<file path="config.mk">
export PLATFORM = sky130hd
export DESIGN_NAME = input_buffer_feeder_flat
export DESIGN_NICKNAME = d
export VERILOG_FILES = /design/src/rtl/input_buffer_feeder_pkg.sv /design/src/rtl/input_buffer_feeder_if.sv /design/src/rtl/input_buffer_feeder_mem.sv /design/src/rtl/input_buffer_feeder.sv /design/src/flat_wrapper.sv
export SDC_FILE = /design/constraint.sdc
export NUM_CORES = 1
export LEC_CHECK = 0
export BUFFER_PORTS_ARGS = -buffer_cell sky130_fd_sc_hd__buf_2
export CELL_PAD_IN_SITES_DETAIL_PLACEMENT = 0
export CELL_PAD_IN_SITES_GLOBAL_PLACEMENT = 1
export CORE_UTILIZATION = 50
export CTS_BUF_LIST = sky130_fd_sc_hd__clkbuf_4 sky130_fd_sc_hd__clkbuf_8
export CTS_CLUSTER_DIAMETER = 60
export CTS_CLUSTER_SIZE = 30
export DETAILED_ROUTE_END_ITERATION = 8
export GPL_TIMING_DRIVEN = 0
export HOLD_SLACK_MARGIN = 0.12
export PLACE_DENSITY = 0.87
export SLEW_MARGIN = 10
export SYNTH_ARGS = -nofsm -noshare
export SYNTH_HDL_FRONTEND = slang
export SYNTH_HIERARCHICAL = 1
export SYNTH_SLANG_ARGS = --single-unit
</file>
<file path="constraint.sdc">
create_clock -name clk -period 7.03 [get_ports clk]
set_input_delay 1.0545 -clock clk [delete_from_list [all_inputs] [get_ports clk]]
set_output_delay 1.0545 -clock clk [all_outputs]
set_load 0.005 [all_outputs]
</file>
<file path="src/rtl/input_buffer_feeder_pkg.sv">
// Shared types and constants for the input buffer feeder.
// INPUT_BUF_PARITY_EN widens each stored entry by one even-parity bit.
package input_buf_pkg;

  localparam int DATA_W = 32;
  localparam int DEPTH  = 16;
  localparam int ADDR_W = 4;

`ifdef INPUT_BUF_PARITY_EN
  localparam int ENTRY_W = DATA_W + 1;
`else
  localparam int ENTRY_W = DATA_W;
`endif

  typedef logic [DATA_W-1:0] word_t;
  typedef logic [ADDR_W-1:0] addr_t;
  typedef logic [ADDR_W:0]   len_t;
  typedef logic [ENTRY_W-1:0] entry_t;

  typedef enum logic [1:0] {IDLE, STREAM, FLUSH} feeder_state_e;

  // Nonzero when data plus its stored parity bit fails even parity.
  function automatic logic parity_bad(input entry_t e);
    return ^e;
  endfunction

endpackage

</file>
<file path="src/rtl/input_buffer_feeder_if.sv">
// Host-write, load-command and array-stream signals of the input buffer feeder.
// INPUT_BUF_PARITY_EN adds ext_par and parity_err.
interface input_buffer_feeder_if;
  import input_buf_pkg::*;

  word_t ext_data;
  addr_t ext_addr;
  logic  ext_wr_en;
  logic  load_start;
  addr_t load_base;
  len_t  load_len;
  word_t array_data;
  logic  array_valid;
  logic  array_ready;
  logic  busy;
  logic  done;
`ifdef INPUT_BUF_PARITY_EN
  logic  ext_par;
  logic  parity_err;
`endif

  modport slave (
    input  ext_data, ext_addr, ext_wr_en, load_start, load_base, load_len, array_ready,
`ifdef INPUT_BUF_PARITY_EN
    input  ext_par,
    output parity_err,
`endif
    output array_data, array_valid, busy, done
  );

  modport master (
    output ext_data, ext_addr, ext_wr_en, load_start, load_base, load_len, array_ready,
`ifdef INPUT_BUF_PARITY_EN
    output ext_par,
    input  parity_err,
`endif
    input  array_data, array_valid, busy, done
  );

endinterface

</file>
<file path="src/rtl/input_buffer_feeder_mem.sv">
// DEPTH-entry register file: one synchronous write port, one combinational
// read port, synchronous clear on rst.
module input_buf_mem
  import input_buf_pkg::*;
#(
  parameter int W = ENTRY_W
) (
  input  logic         clk,
  input  logic         rst,
  input  logic         i_wr_en,
  input  addr_t        i_wr_addr,
  input  logic [W-1:0] i_wr_data,
  input  addr_t        i_rd_addr,
  output logic [W-1:0] o_rd_data
);

  logic [W-1:0] r_mem [DEPTH];

  always_ff @(posedge clk) begin
    if (rst) begin
      for (int i = 0; i < DEPTH; i++) r_mem[i] <= '0;
    end else if (i_wr_en) begin
      r_mem[i_wr_addr] <= i_wr_data;
    end
  end

  // Read is taken before the write lands, so a same-edge write is not forwarded.
  assign o_rd_data = r_mem[i_rd_addr];

endmodule

</file>
<file path="src/rtl/input_buffer_feeder.sv">
// Input-side staging buffer: host writes by address, load command streams a
// wrapping address range to the array. Optional INPUT_BUF_PARITY_EN parity check.
module input_buffer_feeder
  import input_buf_pkg::*;
(
  input logic                  clk,
  input logic                  rst,
  input_buffer_feeder_if.slave bus
);

  feeder_state_e r_state, w_next;
  word_t         r_data;
  addr_t         r_ptr;
  len_t          r_rem;
  addr_t         w_rd_addr;
  entry_t        w_rd_entry;
  entry_t        w_wr_entry;
  logic          w_start_go;
  logic          w_xfer;
  logic          w_last;
  logic          w_load;

  assign w_start_go = (r_state == IDLE) && bus.load_start && (bus.load_len != '0);
  assign w_xfer     = (r_state == STREAM) && bus.array_ready;
  assign w_last     = w_xfer && (r_rem == len_t'(1));
  assign w_load     = w_start_go || (w_xfer && !w_last);
  assign w_rd_addr  = (r_state == IDLE) ? bus.load_base : addr_t'(r_ptr + 1'b1);

`ifdef INPUT_BUF_PARITY_EN
  assign w_wr_entry = {bus.ext_par, bus.ext_data};
`else
  assign w_wr_entry = bus.ext_data;
`endif

  input_buf_mem #(.W(ENTRY_W)) u_mem (
    .clk       (clk),
    .rst       (rst),
    .i_wr_en   (bus.ext_wr_en),
    .i_wr_addr (bus.ext_addr),
    .i_wr_data (w_wr_entry),
    .i_rd_addr (w_rd_addr),
    .o_rd_data (w_rd_entry)
  );

  always_ff @(posedge clk) begin
    if (rst) r_state <= IDLE;
    else     r_state <= w_next;
  end

  always_comb begin
    w_next = r_state;
    case (r_state)
      IDLE: begin
        if (bus.load_start) w_next = (bus.load_len != '0) ? STREAM : FLUSH;
      end
      STREAM: begin
        if (w_last) w_next = FLUSH;
      end
      FLUSH:   w_next = IDLE;
      default: w_next = IDLE;
    endcase
  end

  always_comb begin
    bus.array_valid = 1'b0;
    bus.busy        = 1'b0;
    bus.done        = 1'b0;
    case (r_state)
      STREAM: begin
        bus.array_valid = 1'b1;
        bus.busy        = 1'b1;
      end
      FLUSH:   bus.done = 1'b1;
      default: ;
    endcase
  end

  // Stage p0: presented word, stream pointer and remaining-beat count.
  always_ff @(posedge clk) begin
    if (rst) begin
      r_data <= '0;
      r_ptr  <= '0;
      r_rem  <= '0;
    end else if (w_start_go) begin
      r_data <= w_rd_entry[DATA_W-1:0];
      r_ptr  <= bus.load_base;
      r_rem  <= bus.load_len;
    end else if (w_xfer && !w_last) begin
      r_data <= w_rd_entry[DATA_W-1:0];
      r_ptr  <= w_rd_addr;
      r_rem  <= r_rem - len_t'(1);
    end
  end

  assign bus.array_data = r_data;

`ifdef INPUT_BUF_PARITY_EN
  logic r_par_bad_p0;
  logic r_par_err_p1;

  // Stage p1: a bad beat loaded at one edge raises the sticky flag on the next.
  always_ff @(posedge clk) begin
    if (rst) begin
      r_par_bad_p0 <= 1'b0;
      r_par_err_p1 <= 1'b0;
    end else begin
      r_par_bad_p0 <= w_load && parity_bad(w_rd_entry);
      r_par_err_p1 <= r_par_err_p1 | r_par_bad_p0;
    end
  end

  assign bus.parity_err = r_par_err_p1;
`else
  logic w_unused;
  assign w_unused = w_load;
`endif

endmodule

</file>
<file path="src/flat_wrapper.sv">
// flat-port wrapper written by rule: the top's interface ports become plain ports
module input_buffer_feeder_flat import input_buf_pkg::*;
  (clk, rst, bus_ext_data, bus_ext_addr, bus_ext_wr_en, bus_load_start, bus_load_base, bus_load_len, bus_array_ready, bus_array_data, bus_array_valid, bus_busy, bus_done);
  input_buffer_feeder_if bus_i ();
  input logic clk;
  input logic rst;
  input wire logic [$bits(bus_i.ext_data)-1:0] bus_ext_data;
  input wire logic [$bits(bus_i.ext_addr)-1:0] bus_ext_addr;
  input wire logic [$bits(bus_i.ext_wr_en)-1:0] bus_ext_wr_en;
  input wire logic [$bits(bus_i.load_start)-1:0] bus_load_start;
  input wire logic [$bits(bus_i.load_base)-1:0] bus_load_base;
  input wire logic [$bits(bus_i.load_len)-1:0] bus_load_len;
  input wire logic [$bits(bus_i.array_ready)-1:0] bus_array_ready;
  output wire logic [$bits(bus_i.array_data)-1:0] bus_array_data;
  output wire logic [$bits(bus_i.array_valid)-1:0] bus_array_valid;
  output wire logic [$bits(bus_i.busy)-1:0] bus_busy;
  output wire logic [$bits(bus_i.done)-1:0] bus_done;
  assign bus_i.ext_data = bus_ext_data;
  assign bus_i.ext_addr = bus_ext_addr;
  assign bus_i.ext_wr_en = bus_ext_wr_en;
  assign bus_i.load_start = bus_load_start;
  assign bus_i.load_base = bus_load_base;
  assign bus_i.load_len = bus_load_len;
  assign bus_i.array_ready = bus_array_ready;
  assign bus_array_data = bus_i.array_data;
  assign bus_array_valid = bus_i.array_valid;
  assign bus_busy = bus_i.busy;
  assign bus_done = bus_i.done;
  input_buffer_feeder u_core (.clk(clk), .rst(rst), .bus(bus_i));
endmodule
</file>
=== After elaboration in Yosys (flattened, before gate mapping) ===
Memory sizes are Yosys's and may differ from the RTL's.
Index checks and enable logic that the tools add are counted.

* Bits in registers: 43
* Bits in writable memories: 512
* Input port bits: 50
* Output and inout port bits: 35
* Memories: 1

* $add $sub $neg: 2
* Equality and inequality tests: 5
* Muxes and demuxes: 21
* Reductions and logical operators: 11

{| class="wikitable"
|+ Memory list
! name !! depth !! bits a word !! rd ports !! clocked after Yosys merged registers in !! write ports !! RTL line !! RTL
|-
| u_core.u_mem.r_mem || 16 || 32 || 1 || 0 || 16 || input_buffer_feeder_mem.sv:17 || <nowiki>logic [W-1:0] r_mem [DEPTH];</nowiki>
|}

{| class="wikitable"
|+ Operators by type and width
! operator !! count
|-
| $mux W32 || 3
|-
| $reduce_or A32 Y1 || 1
|-
| $mux W4 || 4
|-
| $mux W5 || 2
|-
| $mux W1 || 8
|-
| $mux W2 || 3
|-
| $eq A5 B1 Y1 const B || 1
|-
| $logic_and A1 B1 Y1 || 5
|-
| $reduce_bool A5 Y1 || 1
|-
| $sub A5 B1 Y5 const B || 1
|-
| $add A4 B1 Y4 const B || 1
|-
| $pmux W2 S2 || 1
|-
| $eq A2 B1 Y1 const B || 1
|-
| $eq A2 B2 Y1 const B || 1
|-
| $logic_not A2 Y1 || 1
|-
| $ne A2 B1 Y1 const B || 1
|-
| $ne A2 B2 Y1 const B || 1
|-
| $reduce_and A2 Y1 || 1
|-
| $reduce_bool A2 Y1 || 1
|-
| $logic_not A1 Y1 || 1
|}

=== Logic depth before layout (Yosys ltp) ===
* Depth after elaboration: 7
* Depth in mapped cells: 11
* Mapped depth without buffers: 8

=== Hierarchy ===
Netlist, hierarchy kept.

{| class="wikitable"
|+ By module, submodules not included
! module !! times used !! cells an instance !! area an instance (µm²) !! sequential area each (µm²)
|-
| input_buf_mem || 1 || 1416 || 22892.0 || 15374.7
|-
| input_buffer_feeder || 1 || 234 || 1968.1 || 860.8
|}

=== Worst setup path before layout ===
OpenSTA, ideal clock, no wires.

* Path type: input-to-reg
* Start: input bus_ext_addr[2]
* End: memory u_core/u_mem/r_mem[0][0] in the netlist's numbering (enable)
* Setup time: 0.375 ns
* Arrival time: 2.344 ns
* Required time: 6.655 ns
* Setup slack: 4.311 ns
* Stages on the path: 3
* Path through: or4b_4 > nor3_4 > or2_2

{| class="wikitable"
|+ RTL lines
! element !! RTL line !! RTL
|-
| from (decl) || flat_wrapper.sv:8 || <nowiki>input wire logic [$bits(bus_i.ext_addr)-1:0] bus_ext_addr;</nowiki>
|-
| to (decl) || input_buffer_feeder_mem.sv:17 ||
|}

=== Worst setup path after layout ===
* Start: register u_core.r_state[1]
* End: register u_core.r_data[22], in the netlist u_core/bus.array_data[22]

* Elaborated cells on any way between the ends: 13

{| class="wikitable"
|+ RTL lines
! element !! RTL line !! RTL
|-
| from (decl) || input_buffer_feeder.sv:11 || <nowiki>feeder_state_e r_state, w_next;</nowiki>
|-
| from (signal assigned) || input_buffer_feeder.sv:47 || <nowiki>else r_state <= w_next;</nowiki>
|-
| $logic_not A2 Y1 * || input_buffer_feeder.sv:27 || <nowiki>assign w_rd_addr = (r_state == IDLE) ? bus.load_base : addr_t'(r_ptr + 1'b1);</nowiki>
|-
| $mux W4 * || input_buffer_feeder.sv:27 ||
|-
| net u_core.w_rd_addr[1] || input_buffer_feeder.sv:15 || <nowiki>addr_t w_rd_addr;</nowiki>
|-
| $mem_v2 Z16 W32 * || n/a ||
|-
| net u_core.w_rd_entry[22] || input_buffer_feeder.sv:16 || <nowiki>entry_t w_rd_entry;</nowiki>
|-
| $mux W32 || input_buffer_feeder.sv:88 || <nowiki>end else if (w_xfer && !w_last) begin</nowiki>
|-
| $mux W32 * || input_buffer_feeder.sv:84 || <nowiki>end else if (w_start_go) begin</nowiki>
|-
| to (signal assigned) || input_buffer_feeder.sv:85 || <nowiki>r_data <= w_rd_entry[DATA_W-1:0];</nowiki>
|-
| to (signal assigned) || input_buffer_feeder.sv:89 || <nowiki>r_data <= w_rd_entry[DATA_W-1:0];</nowiki>
|-
| to (decl) || input_buffer_feeder.sv:12 || <nowiki>word_t r_data;</nowiki>
|}

The timed path passes the listed nets; every way through them passes the cells marked *. The select of a mux whose other input is x is not followed.
A chain may end at the register's enable or synchronous reset.

==> out/results.tsv <==
metric	value	unit
synth_mux_area_share	11.6	%
fp.dieW	225	microns
fill_cells	3859	
synth-adder-area-share	0.151	%
ir_worst_vdd	0.130	mV
r2r_start	u_core/r_state[1]$_SDFFE_PP0P_	
r2r_cells	10	
coreArea	49000	sq um
powerDensity	248	nW/um^2
max_stage_delay	720	ps
max_freq	301	MHz
synth_xor_area_share	0.0705	%
fin_crit_sh	47.3	%
clk_latency	650	ps
synth_top_family_by_area	simple AND/OR/NAND/NOR gates	
worstPathCellList	buf_2 -> nor2_1 -> mux2_2 -> buf_2 -> clkbuf_1 -> mux4_2 -> a22oi_1 -> nand2_1 -> o21ai_0 -> a21oi_1	
die_area	50600	sq um
routedWlPerCell	25.8	microns
status	complete, no violations	
hold_path_end	u_core/bus.array_data[23]$_SDFFE_PP0P_	
grt_pass1_vias	14700	
grt_first_pass_wirelength	92900	microns
drt_iter0_markers	1583	
path_class	reg -> reg	
ctsResizeCount	0	
synth_fp_nets	1703	
cpMaxStageDelayCell	clkbuf_1	
drc	0	
cts_buffers	35	
cp_common_cell	buf_2	
htree_levels	2	
dpl.hpwl	41200	microns
rsz0062_at_grt	false	
path_delay_family	buffers and inverters	
fin_skew	27.0	ps
ys_warn_count	6	
cts_buffer_depth	3	
tightest_slew	1280	ps
hold_buffers	0	
yosysTopAreaCell	edfxtp_1	
min_from	u_core/bus.array_data[23]$_SDFFE_PP0P_	
async_reset_ff_share	0	%
die_h	225	microns
grt-ovfl-total	0	
worstPathMaxFanout	10	
ys.flop_type	edfxtp_1	
path_buf_inv	3	
synth.distinct_cells	51	
synth_seq_cells	555	
boundaryPins	85	
dp.cells	2398	
viasPerCell	5.85	
netlist_area	24900	sq um
syn_avg_cell_area	15.1	sq um
required	7540	ps
cp.arrival	3830	ps
post-route-min-period	3330	ps
worstHoldPathCells	2	
layout.cells.non_filler	2464	
place_congestion	0.840	
antenna_found_initial	1	
start_util	50.8	%
startpoint	u_core/r_state[1]$_SDFFE_PP0P_	
timing.final.hold_violations	0	
ys_top_cells_by_area	edfxtp_1, and2_1, mux4_2, dfxtp_1, a22oi_1	
routed_wl	63600	microns
layout_commonest_cell	edfxtp_1	
drive_gt1_share	21.0	%
cts_tree	yes	
synth-edff-count	512	
syn-instance-count	1650	
synth_compound_area_share	4.08	%
nets	1824	
clock-sinks	555	
clock-root-buffer	clkbuf_8	
tns	0	ps
track_usage	25.6	%
antenna_left	0	
slew_violations	0	
maxCapViolations	0	
synth.top_cell.area_share	61.8	%
relSlewSlack	14.4	%
p_leak	9.35	nW
cp-end-kind	flip-flop	
first_pass_iters	5	
ys_seq_area_share	65.3	%
hold_path_class	reg -> reg	
rows	81	
ff2ff_setup_slack	3700	ps
cts_setup_buffers	0	
syn_to_final_growth	8.65	%
post_synth_and_or_nand_nor_area_fraction	16.1	%
worst_r2r_endpoint	u_core/bus.array_data[22]$_SDFFE_PP0P_	
holdWs	475	ps
port-buffer-count	84	
layout_common_cells	edfxtp_1, and2_1, mux4_2	
vias	14400	
setup.worst_path.start_class	flip-flop	
grt_max_degree	33	
clk_pin_slew_worst_paths	120	ps
setup_viol	0	
-- Yosys cell counts (all sizes together), types with 18 or more instances --
cell type  count
or2           18
nand2         38
buf           35
a21oi         41
a22oi         65
mux4         128
nor2          19
and2         513
nand3         38
o21ai         39
clkbuf       114
edfxtp       512
dfxtp         43
-- worst min-delay path, delay by kind of cell (launching register included) --
kind	cells	cell delay, ps
flip-flops	1	330
AND/OR/NAND/NOR	1	60
AO/OA/AOI/OAI	1	50
-- power breakdown --
group	switching, mW	internal [mW]
clock network	1.15	0.723
registers	0.0643	3.80
logic	0.570	0.390
-- area by class of cell --
class	count	area, sq um	area share [%]
Sequential cell	555	16200	60.1
Multi-Input combinational cell	942	7970	29.5
Tap cell	664	831	3.08
Buffer	149	637	2.36
Clock buffer	38	523	1.94
Timing Repair Buffer	84	420	1.56
Clock inverter	25	368	1.36
Inverter	4	15.0	0.0556
Antenna cell	3	7.51	0.0278
-- flip-flops by register name, summed over array words and instances, names as in the netlist --
| name | flops |
|---|---|
| u_core/bus.array_data | 32 |
| u_core/r_ptr | 4 |
| u_core/r_rem | 5 |
| u_core/r_state | 2 |
| u_core/u_mem/r_mem | 512 |
-- stage by stage --
stage                     power, mW  area (sq um)  worst slack (ps)  util (%)
final                          6.70         27000              3700      55.2
after global placement         4.87         26100              3110      53.3
after floorplan                4.53         24900              4310         -
after detailed placement       4.90         26100              3140      53.3
after CTS                      6.73         27000              3780      55.2
after global routing           6.90         27000              3560      55.2
-- worst max path at each step --
stage	endpoint	slack [ps]	cells past startpoint
floorplan	u_core/u_mem/r_mem[0][0]$_SDFFCE_PN0P_	4310	3
global placement	u_core/u_mem/r_mem[12][11]$_SDFFCE_PN0P_	3110	5
detailed placement	u_core/u_mem/r_mem[12][11]$_SDFFCE_PN0P_	3140	5
CTS	u_core/bus.array_data[22]$_SDFFE_PP0P_	3780	10
global route	u_core/bus.array_data[22]$_SDFFE_PP0P_	3560	10
finish	u_core/bus.array_data[22]$_SDFFE_PP0P_	3700	10
-- cell families after synthesis --
family                   Yosys count
buffers and inverters            153
XOR/XNOR                           2
AND/OR/NAND/NOR                  651
adder cells (fa/ha/maj)            3
AO/OA/AOI/OAI                    157
multiplexers                     129
flip-flops                       555
-- routing by layer --
metal	vias up	global-route usage (%)	wire, microns
li1	6307	-	-
met1	7386	33.2	24800
met2	627	43.4	31700
met3	99	5.16	5470
met4	0	7.86	1630
met5	-	0	0
No activity file was read; power rests on OpenSTA's default activity.
